==> src/rtl/credit_pkg.sv <==
// Shared types and constants for the receiver-side credit issuer.
// Holds the issuer state enum, counter widths and default sizing.
package credit_pkg;

    typedef enum logic {
        ADV,
        RUN
    } state_t;

    localparam int CNT_W       = 4;
    localparam int BEAT_W      = 2;

    localparam int DEF_DEPTH   = 15;
    localparam int DEF_THRESH  = 3;
    localparam int DEF_TIMEOUT = 4;

endpackage

==> src/rtl/credit_coalesce_timer.sv <==
// Saturating idle timer used to force a partial credit return.
// Ports: clk, rst (sync, active-low), clear, pending_nz -> expired.
module credit_coalesce_timer
    import credit_pkg::*;
#(
    parameter int TIMEOUT = DEF_TIMEOUT
) (
    input  logic clk,
    input  logic rst,
    input  logic clear,
    input  logic pending_nz,
    output logic expired
);

    localparam logic [CNT_W-1:0] LIMIT = CNT_W'(TIMEOUT);

    logic [CNT_W-1:0] cnt;

    // Counts only while credits are waiting; held at 0 otherwise.
    always_ff @(posedge clk) begin
        if (!rst) begin
            cnt <= '0;
        end else if (clear || !pending_nz) begin
            cnt <= '0;
        end else if (cnt != LIMIT) begin
            cnt <= cnt + 1'b1;
        end
    end

    assign expired = (cnt == LIMIT);

endmodule

==> src/rtl/credit_return.sv <==
// Receiver credit issuer: tracks buffer occupancy, advertises credits
// after reset / init_req and returns freed slots in beats of 1..3.
// Ports: clk, rst (sync, active-low), init_req, slot_take,
//   slot_free_valid, slot_free_cnt -> reinit, initial_value,
//   incr_valid, incr, occupancy, err.
module credit_return
    import credit_pkg::*;
#(
    parameter int DEPTH   = DEF_DEPTH,
    parameter int THRESH  = DEF_THRESH,
    parameter int TIMEOUT = DEF_TIMEOUT
) (
    input  logic             clk,
    input  logic             rst,
    input  logic             init_req,
    input  logic             slot_take,
    input  logic             slot_free_valid,
    input  logic [1:0]       slot_free_cnt,
    output logic             reinit,
    output logic [3:0]       initial_value,
    output logic             incr_valid,
    output logic [1:0]       incr,
    output logic [3:0]       occupancy,
    output logic             err
);

    localparam logic [CNT_W:0]   DEPTH_X  = (CNT_W+1)'(DEPTH);
    localparam logic [CNT_W-1:0] DEPTH_C  = CNT_W'(DEPTH);
    localparam logic [CNT_W-1:0] THRESH_C = CNT_W'(THRESH);
    localparam logic [CNT_W-1:0] BEAT_MAX = CNT_W'(3);

    state_t            state, state_nx;
    logic [CNT_W-1:0]  occ, occ_nx;
    logic [CNT_W-1:0]  pend, pend_nx;
    logic [CNT_W-1:0]  freed;
    logic [CNT_W:0]    occ_sum, occ_diff, pend_sum;
    logic [BEAT_W-1:0] ret;
    logic              err_nx;
    logic              tmr_clear;
    logic              expired;

    credit_coalesce_timer #(
        .TIMEOUT(TIMEOUT)
    ) u_timer (
        .clk       (clk),
        .rst       (rst),
        .clear     (tmr_clear),
        .pending_nz(pend != '0),
        .expired   (expired)
    );

    always_comb begin
        state_nx = state;
        err_nx   = err;
        ret      = '0;
        freed    = slot_free_valid ?
                   {{(CNT_W-BEAT_W){1'b0}}, slot_free_cnt} : '0;
        occ_sum  = {1'b0, occ} + {{CNT_W{1'b0}}, slot_take};
        occ_diff = occ_sum - {1'b0, freed};
        occ_nx   = occ_diff[CNT_W-1:0];
        pend_sum = {1'b0, freed};

        // Occupancy clamps to 0..DEPTH; any overrun is a protocol error.
        if (slot_take && (occ == DEPTH_C || state == ADV)) begin
            err_nx = 1'b1;
        end
        if ({1'b0, freed} > occ_sum) begin
            err_nx = 1'b1;
            occ_nx = '0;
        end else if (occ_diff > DEPTH_X) begin
            err_nx = 1'b1;
            occ_nx = DEPTH_C;
        end

        case (state)
            ADV: begin
                // Advertise drops whatever was pending; only this
                // cycle's frees remain owed to the sender.
                state_nx = RUN;
            end
            RUN: begin
                if (init_req) begin
                    state_nx = ADV;
                end
                if (pend >= THRESH_C || expired) begin
                    ret = (pend > BEAT_MAX) ? BEAT_W'(3)
                                            : pend[BEAT_W-1:0];
                end
                pend_sum = {1'b0, pend}
                         - {{(CNT_W+1-BEAT_W){1'b0}}, ret}
                         + {1'b0, freed};
            end
            default: state_nx = ADV;
        endcase

        pend_nx = pend_sum[CNT_W-1:0];
        if (pend_sum > DEPTH_X) begin
            err_nx  = 1'b1;
            pend_nx = DEPTH_C;
        end

        tmr_clear = (state == ADV) || (ret != '0);
    end

    always_ff @(posedge clk) begin
        if (!rst) begin
            state         <= ADV;
            occ           <= '0;
            pend          <= '0;
            err           <= 1'b0;
            reinit        <= 1'b0;
            initial_value <= '0;
            incr_valid    <= 1'b0;
            incr          <= '0;
        end else begin
            state      <= state_nx;
            occ        <= occ_nx;
            pend       <= pend_nx;
            err        <= err_nx;
            reinit     <= (state == ADV);
            incr_valid <= (ret != '0);
            incr       <= ret;
            if (state == ADV) begin
                initial_value <= DEPTH_C - occ;
            end
        end
    end

    assign occupancy = occ;

endmodule

==> config.mk <==
export PLATFORM = sky130hd
export DESIGN_NAME = credit_return
export DESIGN_NICKNAME = d
export VERILOG_FILES = /design/src/rtl/credit_pkg.sv /design/src/rtl/credit_coalesce_timer.sv /design/src/rtl/credit_return.sv
export SDC_FILE = /design/constraint.sdc
export NUM_CORES = 1
export LEC_CHECK = 0
export CAP_MARGIN = 20
export CORE_UTILIZATION = 25
export CTS_CLUSTER_DIAMETER = 100
export DETAILED_ROUTE_END_ITERATION = 7
export PLACE_DENSITY = 0.53
export SETUP_SLACK_MARGIN = 0.4
export SLEW_MARGIN = 5
export SYNTH_ARGS = -nofsm -noshare
export SYNTH_HDL_FRONTEND = slang
export SYNTH_SLANG_ARGS = --single-unit
export TNS_END_PERCENT = 20
==> constraint.sdc <==
create_clock -name clk -period 9 [get_ports clk]
set_clock_uncertainty 0.05 [all_clocks]
set_input_delay 1.8 -clock clk [delete_from_list [all_inputs] [get_ports clk]]
set_output_delay 1.8 -clock clk [all_outputs]
set_load 0.01 [all_outputs]
==> impl_metrics.py <==
metrics = {
    "status": {
        "status": "completed",
    },
    "sta": {
        "maximum_clock_rate_ghz": 0.231,
        "hold_violations_final": 0,
        "final.hold.worst_slack_ns": 0.443,
        "worstMarginPinSlew_ns": 0.601,
        "slew_headroom_pct": 59.8,
        "report.final.slew_viol_count": 0,
        "min_period_ns": 4.32,
        "final.period_utilization_pct": 48.0,
        "fin_tns_setup_ns": 0,
        "grt_setup_unrepaired": "no",
        "finalSetupViolCount": 0,
    },
    "finish": {
        "design_area_um2": 1600,
        "drive_gt1_share_pct": 4.09,
        "finish.net_count": 196,
        "synthToLayoutAreaGrowth_pct": 22.5,
        "num_antenna_cells": 0,
    },
    "clocking": {
        "cts_post_setup_buffers_inserted": 0,
        "cts_sink_count": 22,
        "post_cts_resized": 0,
        "clockBufferDepth": 2,
        "cts_tree": "built",
        "cts-root-buf": "clkbuf_8",
        "htree_num_levels": 1,
        "cts.clk_slew.worst_paths_ns": 0.07,
        "post_cts_hold_buffer_count": 0,
        "clk_latency_ns": 0.26,
        "numCtsBuffers": 3,
    },
    "synthesis": {
        "synth_area_um2": 1310,
        "yosysWarnings": 0,
        "syn-instance-count": 154,
        "syn-num-nets": 177,
        "synth_area_leaders": "dfxtp_1 (34%), ha_1 (12%), a21oi_1 (6.9%)",
        "yosysSeqAreaShare_pct": 33.7,
        "synth_area_leader_cell": "dfxtp_1",
        "ys_seq_elements": 22,
        "yosysUniqueCellTypes": 36,
        "synth.top_cells.by_count": "dfxtp_1 (22), a21oi_1 (18), nor2_1 (18)",
        "syn-mean-instance-area_um2": 8.49,
        "number_of_enable_type_register_cells_in_the_synthesized_netlist": 0,
        "asyncSetResetFlopFracSynth_pct": 0,
        "most_used_standard_cell_by_instance_count_after_synthesis": "dfxtp_1",
        "synthFlopType": "dfxtp_1",
        "yosys_top_cell_area_share_pct": 33.7,
    },
    "power_and_ir_drop": {
        "pwr-share-comb_pct": 57.5,
        "pwr-share-seq_pct": 30.1,
        "static-leakage-power_nw": 0.674,
        "clock_power_share_pct": 12.4,
        "power.internal_uw": 291,
        "p_switching_uw": 197,
        "switching_share_pct": 40.4,
        "power_density_nw_per_um2": 305,
        "ir_worst_vdd_mv": 0.0762,
    },
    "flow_run": {
        "cap_viol_max_count": 0,
    },
    "detailed_routing": {
        "post_drt_wl_per_cell_um": 11.7,
        "detailedRoute.firstIterationViolations": 44,
        "drt_pass_1_iters": 4,
        "drt_wl_total_um": 2780,
        "detailroute.via_count": 1065,
        "viasPerCell": 4.47,
        "final_antenna_net_count": 0,
        "drcViolationCount": 0,
    },
    "setup_path": {
        "timing.critical_path.from_type": "input pin",
        "timing.setup.critical_path_class": "in -> reg",
        "end_kind": "flip-flop",
        "max_stage_delay_ns": 0.48,
        "rr_worst_depth": 11,
        "worst_path_max_fanout": 4,
        "worstPathRequired_ns": 9.14,
        "path_common_cell": "fa_1",
        "arrival_ns": 4.46,
        "ordered_list_of_cells_on_the_worst_path": "clkdlybuf4s50_1 -> nand2_1 -> inv_1 -> fa_1 -> fa_1 -> and3b_1 -> or4_4 -> and2_4 -> a31oi_1",
        "slowest_stage": "fa_1",
    },
    "die": {
        "die_area_um2": 5520,
        "core_um2": 4880,
        "chipHeight_um": 74.3,
        "floorplan.die.width_um": 74.3,
        "rows": 25,
        "initial_utilization_pct": 26.8,
        "io_pins": 20,
    },
    "grt": {
        "grt_pass1_wl_um": 4690,
        "number_of_antenna_violations_at_the_first_check_in_global_routing": 0,
        "highest_utilization_routing_layer_at_the_global_route_stage": "met2",
        "grtUsageMet1_pct": 15.6,
        "grt_start_max_net_pins": 20,
        "grt_use_met2_pct": 17.3,
        "gr-total-overflow": 0,
        "grtUsageMet3_pct": 1.22,
        "grt_pass1_vias": 1046,
        "groute.usage.overall_pct": 11.2,
    },
    "placed_design": {
        "dp.final_hpwl_um": 2140,
        "detailed_place.area_um2": 1560,
        "place_congestion": 0.783,
        "numPortBuffers": 19,
    },
    "hold_path": {
        "timing.hold.worst.class": "reg -> reg",
        "worstHoldPathCells": 2,
    },
}
[final cells by class]
type	instances	area, um2
Fill cell	533	3280
Multi-Input combinational cell	112	790
Sequential cell	22	440
Timing Repair Buffer	19	190
Tap cell	67	83.8
Inverter	15	56.3
Clock buffer	3	41.3
[power groups by stage]
stage / combinational [mW] / sequential [mW] / clock, mW
floorplan: 0.207 / 0.145 / 0
global placement: 0.282 / 0.151 / 0
detailed placement: 0.283 / 0.150 / 0
CTS: 0.285 / 0.148 / 0.0632
global route: 0.320 / 0.151 / 0.0683
finish: 0.281 / 0.147 / 0.0606
[worst max-delay path: cells and delay by family]
kind            cells  cell delay [ns]
compound gates      1             0.14
fa+ha+maj           2             0.95
buf+inv             2             0.59
simple gates        4             0.98
[final timing paths]
check | slack, ns | startpoint | end
worst max-delay path | 4.68 | slot_free_valid | pend[0]$_SDFF_PN0_
worst min-delay path | 0.44 | u_timer.cnt[1]$_SDFFE_PP0P_ | u_timer.cnt[1]$_SDFFE_PP0P_
worst max register to register | 5.41 | u_timer.cnt[0]$_SDFFE_PP0P_ | pend[0]$_SDFF_PN0_
worst min register to register | 0.44 | u_timer.cnt[1]$_SDFFE_PP0P_ | u_timer.cnt[1]$_SDFFE_PP0P_
[state kept, by name (all words and copies together), names as in the netlist]
| signal | count |
|---|---|
| initial_value | 4 |
| occupancy | 4 |
| pend | 4 |
| u_timer.cnt | 4 |
| incr | 2 |
| err | 1 |
| incr_valid | 1 |
| reinit | 1 |
| state | 1 |
[cells by family (layout without fill, tap and decap cells)]
logic type | count (synthesis) | after routing | share of synthesized area, %
and+or+nand+nor | 47 | 47 | 17.6
AOI/OAI and AO/OA | 44 | 44 | 22.4
DFF | 22 | 22 | 33.7
buffers and inverters | 20 | 37 | 5.93
adders and majority gates | 16 | 16 | 17.0
xor gates and xnor gates | 5 | 5 | 3.35
[layer usage]
layer / wire (um) / up-vias / part of all wire (%)
met2: 1180 / 8 / 42
met5: 0 / - / 0
met3: 41 / 4 / 1.5
met4: 46 / 0 / 1.7
li1: - / 565 / -
met1: 1510 / 488 / 54
[stage by stage]
step / setup slack (ns) / utilization [%] / cells / power, mW
final: 4.68 / 32.8 / 238 / 0.489
after global routing: 4.50 / 32.8 / 238 / 0.540
after CTS: 4.68 / 32.8 / 238 / 0.496
after detailed placement: 4.40 / 32.0 / 235 / 0.432
after global placement: 4.44 / 32.0 / 235 / 0.433
after floorplan: 4.98 / - / 154 / 0.352
[placed cells by master, fill, tap and decap left out]
master            n
nand3b_1          1
or3_1             1
fa_1              3
o21bai_1          1
inv_1            15
dfxtp_1          22
o31ai_1           2
o21a_1            1
or4_4             1
a221oi_1          1
a21boi_0          5
nor2_1           18
o21ai_0           4
ha_1             13
a21o_1            1
o32a_1            1
a21oi_1          18
nor2b_1           2
o41ai_2           1
o221ai_1          1
nand2_1          13
nor3_1            1
a2111o_1          1
clkdlybuf4s50_1  19
a31oi_1           4
o211a_1           1
and3b_1           3
xor2_1            1
nand3_1           3
clkbuf_8          3
xnor2_1           4
and2_4            1
and2b_2           1
o31a_1            2
nand4_1           1
and2_1            1
No activity file was read; power rests on OpenSTA's default activity.
